==> src/rtl/mem_c_pkg.sv <==
// Shared types and sizing helpers for the C-matrix collection buffer.
package mem_c_pkg;

  typedef enum logic [1:0] {
    IDLE,
    CAPTURE,
    DONE
  } state_t;

  // Beat counter must hold 0 .. 2*DIM-2.
  function automatic int unsigned beat_width(input int unsigned dim);
    return $clog2(2 * dim - 1);
  endfunction

endpackage

==> src/rtl/mem_c_collect_deskew_lane.sv <==
// Per-lane de-skew delay: DEPTH-stage shift register advanced only on enable.
// DEPTH=0 degenerates to a wire so the last lane adds no latency.
module deskew_lane #(
  parameter int unsigned DEPTH = 1,
  parameter int unsigned BITS  = 16
) (
  input  logic            clk,
  input  logic            rst,
  input  logic            en,
  input  logic [BITS-1:0] din,
  output logic [BITS-1:0] dout
);

  if (DEPTH == 0) begin : g_wire
    logic unused_ctrl;
    assign unused_ctrl = ^{clk, rst, en};
    assign dout        = din;
  end else begin : g_shift
    logic [BITS-1:0] sr [DEPTH];

    always_ff @(posedge clk or posedge rst) begin
      if (rst) begin
        for (int i = 0; i < int'(DEPTH); i++) sr[i] <= '0;
      end else if (en) begin
        sr[0] <= din;
        for (int i = 1; i < int'(DEPTH); i++) sr[i] <= sr[i-1];
      end
    end

    assign dout = sr[DEPTH-1];
  end

endmodule

==> src/rtl/mem_c_collect.sv <==
// Drain-side de-skew buffer: re-aligns the skewed systolic result stream
// into rows and stores the full C matrix for row-addressed readout.
module mem_c_collect
  import mem_c_pkg::*;
#(
  parameter int unsigned BITS_C = 16,
  parameter int unsigned DIM    = 8
) (
  input  logic                    clk,
  input  logic                    rst,
  input  logic                    start,
  input  logic                    in_valid,
  input  logic [DIM*BITS_C-1:0]   Cin,
  output logic                    busy,
  output logic                    done,
  input  logic                    rd_en,
  input  logic [$clog2(DIM)-1:0]  Crow,
  output logic                    rd_valid,
  output logic [DIM*BITS_C-1:0]   Cout
);

  localparam int unsigned RW       = $clog2(DIM);
  localparam int unsigned CW       = beat_width(DIM);
  localparam int unsigned W        = DIM * BITS_C;
  localparam int unsigned LAST     = 2 * DIM - 2;
  localparam int unsigned FIRST_WR = DIM - 1;

  state_t          state_q, state_d;
  logic [CW-1:0]   beat_q;
  logic            beat_clr;
  logic            shift_en;
  logic            wr_en;
  logic [RW-1:0]   wr_row;
  logic [RW-1:0]   rd_row;
  logic            rd_fire;
  logic [W-1:0]    aligned;
  logic [W-1:0]    mem [DIM];

  // Lane j is delayed DIM-1-j beats so row r lines up at beat r+DIM-1.
  for (genvar j = 0; j < int'(DIM); j++) begin : g_lane
    deskew_lane #(
      .DEPTH(DIM - 1 - j),
      .BITS (BITS_C)
    ) u_lane (
      .clk (clk),
      .rst (rst),
      .en  (shift_en),
      .din (Cin[j*BITS_C +: BITS_C]),
      .dout(aligned[j*BITS_C +: BITS_C])
    );
  end

  always_ff @(posedge clk or posedge rst) begin
    if (rst) begin
      state_q <= IDLE;
      busy    <= 1'b0;
      done    <= 1'b0;
    end else begin
      state_q <= state_d;
      busy    <= (state_d == CAPTURE);
      done    <= (state_d == DONE);
    end
  end

  always_comb begin
    state_d  = state_q;
    beat_clr = 1'b0;
    unique case (state_q)
      IDLE, DONE: begin
        if (start) begin
          state_d  = CAPTURE;
          beat_clr = 1'b1;
        end
      end
      CAPTURE: begin
        if (in_valid && (beat_q == CW'(LAST))) state_d = DONE;
      end
      default: state_d = IDLE;
    endcase
  end

  assign shift_en = (state_q == CAPTURE) && in_valid;
  assign wr_en    = shift_en && (beat_q >= CW'(FIRST_WR));
  assign wr_row   = RW'(beat_q - CW'(FIRST_WR));
  assign rd_fire  = rd_en && (state_q == DONE);
  assign rd_row   = (int'(Crow) < int'(DIM)) ? Crow : '0;

  always_ff @(posedge clk or posedge rst) begin
    if (rst) begin
      beat_q <= '0;
    end else if (beat_clr) begin
      beat_q <= '0;
    end else if (shift_en) begin
      beat_q <= beat_q + CW'(1);
    end
  end

  // Aligned row storage; previous matrix survives until overwritten.
  always_ff @(posedge clk or posedge rst) begin
    if (rst) begin
      for (int i = 0; i < int'(DIM); i++) mem[i] <= '0;
    end else if (wr_en) begin
      mem[wr_row] <= aligned;
    end
  end

  always_ff @(posedge clk or posedge rst) begin
    if (rst) begin
      rd_valid <= 1'b0;
      Cout     <= '0;
    end else begin
      rd_valid <= rd_fire;
      if (rd_fire) Cout <= mem[rd_row];
    end
  end

endmodule

==> config.mk <==
export PLATFORM = sky130hd
export DESIGN_NAME = mem_c_collect
export DESIGN_NICKNAME = d
export VERILOG_FILES = /design/src/rtl/mem_c_pkg.sv /design/src/rtl/mem_c_collect_deskew_lane.sv /design/src/rtl/mem_c_collect.sv
export SDC_FILE = /design/constraint.sdc
export NUM_CORES = 2
export LEC_CHECK = 0
export BUFFER_PORTS_ARGS = -buffer_cell sky130_fd_sc_hd__buf_2
export CAP_MARGIN = 30
export CORE_MARGIN = 1.5
export CORE_UTILIZATION = 50
export CTS_BUF_LIST = sky130_fd_sc_hd__clkbuf_16
export CTS_CLUSTER_SIZE = 16
export DETAILED_ROUTE_END_ITERATION = 16
export HOLD_SLACK_MARGIN = 0.12
export PLACE_DENSITY = 0.67
export RECOVER_POWER = 100
export SYNTH_ARGS = -nofsm -noshare
export SYNTH_HDL_FRONTEND = slang
export SYNTH_SLANG_ARGS = --single-unit
==> constraint.sdc <==
create_clock -name clk -period 148.5 [get_ports clk]
set_input_delay 29.7 -clock clk [delete_from_list [all_inputs] [get_ports clk]]
set_output_delay 29.7 -clock clk [all_outputs]
set_load 0.05 [all_outputs]
Yosys cells after proc, flatten, opt, wreduce, memory -nomap -nowiden
Index checks and enable logic that the tools add are counted.

Equal/unequal tests: 5. Order comparisons: 4. Add/subtract/negate cells: 2. Bitwise gates (word level): 2. Multiplexer cells: 13. Reductions and logical operators: 8.

Operators with widths (count): bitwise mux 1024 bit (1); binary-select mux 128 bit (select 3 bit) (1); demux 128 bit (select 3 bit) (1); two-way mux 128 bit (3); greater-or-equal comparator 4 bit (second input constant) (2); two-way mux 4 bit (2); inverter 3 -> 4 bit (2); logical AND 1 bit (5); adder 4 x 1 -> 4 bit (second input constant) (1); == test 2 x 1 -> 1 bit (second input constant) (2); == test 2 bit (second input constant) (2); == test 4 bit (second input constant) (1); greater-or-equal comparator 4 x 3 -> 1 bit (second input constant) (1); less-than comparator 4 x 1 -> 1 bit (second input constant) (1); two-way mux 2 bit (2); case mux 2 bit (2 select lines) (1); subtractor 3 bit (second input constant) (1); logical NOT 2 bit (1); two-way mux 1 bit (2); nonzero test 2 bit (1); OR reduction 2 bit (1).

Register bits: 1609. Logic and storage cells: 76. Input port bits: 136. Output and inout port bits: 131.

Longest topological paths before layout
Depth in word-level cells: 7. Gate-level depth with buffers: 8. Gate-level depth less buffers: 5.

By module
Synthesis repeated with hierarchy kept, for this count alone.

Cells, all modules: 4580. Area total of the unflattened synthesis: 69850.7 um^2.

Modules (own cells, without submodules): mem_c_collect (instances 1, area each 51134.0 um^2, cells each 3515, seq. area each 29052.9 um^2); deskew_lane (g_lane[0].u_lane) (instances 1, area each 4300.4 um^2, cells each 253, seq. area each 2802.7 um^2); deskew_lane (g_lane[1].u_lane) (instances 1, area each 3888.7 um^2, cells each 220, seq. area each 2402.3 um^2); deskew_lane (g_lane[2].u_lane) (instances 1, area each 3498.4 um^2, cells each 186, seq. area each 2001.9 um^2); deskew_lane (g_lane[3].u_lane) (instances 1, area each 2802.7 um^2, cells each 152, seq. area each 1601.5 um^2); deskew_lane (g_lane[4].u_lane) (instances 1, area each 1984.4 um^2, cells each 118, seq. area each 1201.2 um^2); deskew_lane (g_lane[5].u_lane) (instances 1, area each 1468.9 um^2, cells each 85, seq. area each 800.8 um^2); deskew_lane (g_lane[6].u_lane) (instances 1, area each 653.1 um^2, cells each 35, seq. area each 400.4 um^2); deskew_lane (g_lane[7].u_lane) (instances 1, area each 120.1 um^2, cells each 16, seq. area each 0.0 um^2).

Worst setup path after synthesis
OpenSTA, ideal clock, no wires.

Kind: input port to flip-flop. Start point: input port Crow[0]. End point: register Cout[10]. Setup time: 0.133 ns. Stages: 6. Arrival: 30.914 ns. Path buffers: 3. Data required time: 148.367 ns. Slack: 117.453 ns. Path through: buf_2 > buf_4 > clkbuf_1 > mux2_2 > o221ai_1 > o21ai_0.

Longest elaborated chain between the ends: 4.

RTL lines: start: declaration (line mem_c_collect.sv:17) `input logic [$clog2(DIM)-1:0] Crow,`; inverter 3 -> 4 bit (implied by the code) (line mem_c_collect.sv:113) `if (rd_fire) Cout <= mem[rd_row];`; binary-select mux 128 bit (select 3 bit) (line mem_c_collect.sv:113); two-way mux 128 bit (implied by the code) (2 in a row) (line mem_c_collect.sv:113); end signal: assignment (line mem_c_collect.sv:113); end: declaration (line mem_c_collect.sv:19) `output logic [DIM*BITS_C-1:0] Cout`.

Every way passes these cells. The select of a mux whose other input is x is not followed. A chain may end at the register's enable or synchronous reset.

==> flow_summary.toml <==
[synthesis]
synth_top_area_frac = 0.586
ys_top_cells_by_count = "dfrtp_1, nand2_1, mux2_2"
synth_fp_nets = 5546
yosys-top-cells-area = "dfrtp_1, mux2_2, nand2_1"
yosysWarningCount = 0
synth-edff-count = 0
synth.distinct_cells = 32
synth_top_cell_by_area = "dfrtp_1"
synth-async-reset-ratio = 1.00
syn_avg_cell_area_sq_um = 12.7
synth_seq_cells = 1609
seq_area_frac_synth = 0.586
yosys.cell_count.top_type = "dfrtp_1"
netlist_instances = 5408
ys.flop_type = "dfrtp_1"
syn-cell-area_sq_um = 68700

[die]
die_y_um = 374
initial_core_util = 0.506
core-area_sq_um = 136000
design.die.area_sq_um = 140000
chipWidth_um = 374
io_pins = 267
placementRows = 135

[cts]
path_clk_slew_ns = 0.06
post_cts_buffers = 0
cts.sinks = 1609
cts_tree = "done"
clk_latency_ns = 0.82
htreeDepth = 4
ctsHoldBuffers = 0
cts_buffer_depth = 3
post_cts_resized = 0
root_buffer = "clkbuf_16"
cts_buffers = 172

[power_and_ir_drop]
swShare = 0.301
p_int_uw = 973
switchingPower_uw = 419
clkPwrFrac = 0.294
leakagePower_uw = 0.0383
total_power_uw = 1390
pwr_density_cell_nw_per_um2 = 18.6
p_comb_frac = 0.208
ir_drop_mv = 0.0107
p_seq_frac = 0.498

[layout]
nets = 5707
syn_to_final_growth_pct = 9.31
postLayoutCellArea_sq_um = 75100
drive_above_1_share = 0.250
n_fill_cell = 11700
regArea_sq_um = 40300
multiInputGateArea_sq_um = 25600

[detailed_routing]
drcViolationCount = 0
ant_nets = 0
drt_iter0_markers = 2702
first_pass_iters = 5
vias = 41300
wl_mm = 159
wl_per_cell_um = 21.2
avgViaCountPerCell = 5.52

[sta]
fin_crit_ns = 47.33
setup_viol = 0
slew_violations = 3696
relSlewSlack = -5.21
finalCritPeriodShare = 0.319
rsz0062_at_grt = "no"
skew_ns = 0.0448
hold_slack_ns = 0.446
hold_viol = 0
worstMarginPinSlew_ns = 9.32
setup_tns_ns = 0
max_freq_ghz = 0.0211
fin_ws_ns = 101.17

[status]
failed_checks = "capacitance limit, slew limit"
status = "finished, violations left"

[grt]
gr-usage-all-layers = 0.230
overflow = 0
grt_first_pass_wirelength_mm = 253
antenna_found_initial = 6
grt_pass1_vias = 42700
grt_max_degree = 188

[flow_run]
drv_cap = 59

[critical_path]
critPathMaxFanout = 170
end_kind = "async pin"
cp.arrival_ns = 47.41
cp.required_ns = 148.59
start_kind = "primary input"
worstSetupPathType = "primary input to async pin"

[placed_design]
portBuffers = 266
gp_congestion = 0.738
place_area_sq_um = 71100
hpwlAfterDp_mm = 86.5
pre_cts_ws_ns = 114.44

[hold_path]
hold_path.class = "register to register"
## layout make-up
class	count	area share
multi-input combinational	3441	0.341
inverter	3	0.000167
timing repair buffer	342	0.0211
clock buffer	172	0.0573
tap	1781	0.0297
clock inverter	143	0.0144
antenna	1	0.0000333
sequential	1609	0.536
## kinds of logic after synthesis
group,share of synthesized area
DFF,0.586
muxes,0.260
and+or+nand+nor,0.0833
AOI/OAI and AO/OA,0.0402
buffers and inverters,0.0289
xor gates and xnor gates,0.000510
adders and majority gates,0.000364
## worst max-delay path, cell delays in order
cell,delay (ns)
buf_2,0.10
clkinvlp_2,2.96
clkbuf_1,2.60
clkbuf_1,2.49
clkbuf_1,6.26
clkbuf_1,2.87
## cells in the final DEF, fill, tap and decap left out, types with 8 or more instances in the layout
| cell type | instances |
|---|---|
| buf_2 | 133 |
| nand2_1 | 1481 |
| clkbuf_1 | 190 |
| inv_1 | 40 |
| clkbuf_16 | 172 |
| mux2i_1 | 256 |
| clkinv_1 | 55 |
| a221o_1 | 27 |
| dfrtp_1 | 1609 |
| o221ai_1 | 101 |
| bufinv_16 | 11 |
| mux2_1 | 233 |
| o21ai_0 | 130 |
| clkinv_2 | 21 |
| buf_4 | 15 |
| mux2_4 | 8 |
| mux2_2 | 1039 |
| a22oi_1 | 101 |
| o22ai_1 | 27 |
## per-stage QoR
step                instances   util
global route             7491  0.553
global placement         7165  0.522
finish                   7492  0.553
floorplan                5408      -
CTS                      7486  0.563
detailed placement       7171  0.523
## worst paths after layout
| kind | to | slack, ns | cells after the start | start |
|---|---|---|---|---|
| max in group clk | g_lane[2].u_lane.g_shift.sr[27]$_DFFE_PP0P_ | 105.65 | 7 | in_valid |
| min in group asynchronous | g_lane[4].u_lane.dout[0]$_DFFE_PP0P_ | 30.57 | 2 | rst |
| max | mem[391]$_DFFE_PP0P_ | 101.17 | 6 | rst |
| max reg2reg | g_lane[2].u_lane.g_shift.sr[27]$_DFFE_PP0P_ | 134.17 | 6 | state_q[1]$_DFF_PP0_ |
| min | g_lane[3].u_lane.g_shift.sr[25]$_DFFE_PP0P_ | 0.45 | 2 | g_lane[3].u_lane.g_shift.sr[41]$_DFFE_PP0P_ |
| min reg2reg | g_lane[3].u_lane.g_shift.sr[25]$_DFFE_PP0P_ | 0.45 | 2 | g_lane[3].u_lane.g_shift.sr[41]$_DFFE_PP0P_ |
## routing by layer
layer | GRT usage | share of wire | vias up
li1 | - | - | 19000
met1 | 0.341 | 0.48 | 21500
met2 | 0.350 | 0.45 | 716
met3 | 0.0404 | 0.045 | 197
met4 | 0.0589 | 0.018 | 6
met5 | 0 | 0.00014 | -
## flip-flops by register name, summed over array words and instances, names as in the netlist
register	flops
rd_valid	1
beat_q	4
mem	1024
state_q	2
g_lane.u_lane.dout	112
g_lane.u_lane.g_shift.sr	336
Cout	128
done	1
busy	1
## power by group through the flow
stage,Clock (uW),Combinational [uW],Sequential [uW]
2_1_floorplan,0,244,681
3_3_place_gp,0,295,696
3_5_place_dp,0,305,701
4_1_cts,419,307,696
5_1_grt,437,323,717
6_report,410,289,694
Note: power is estimated with default switching activity, not from simulation.
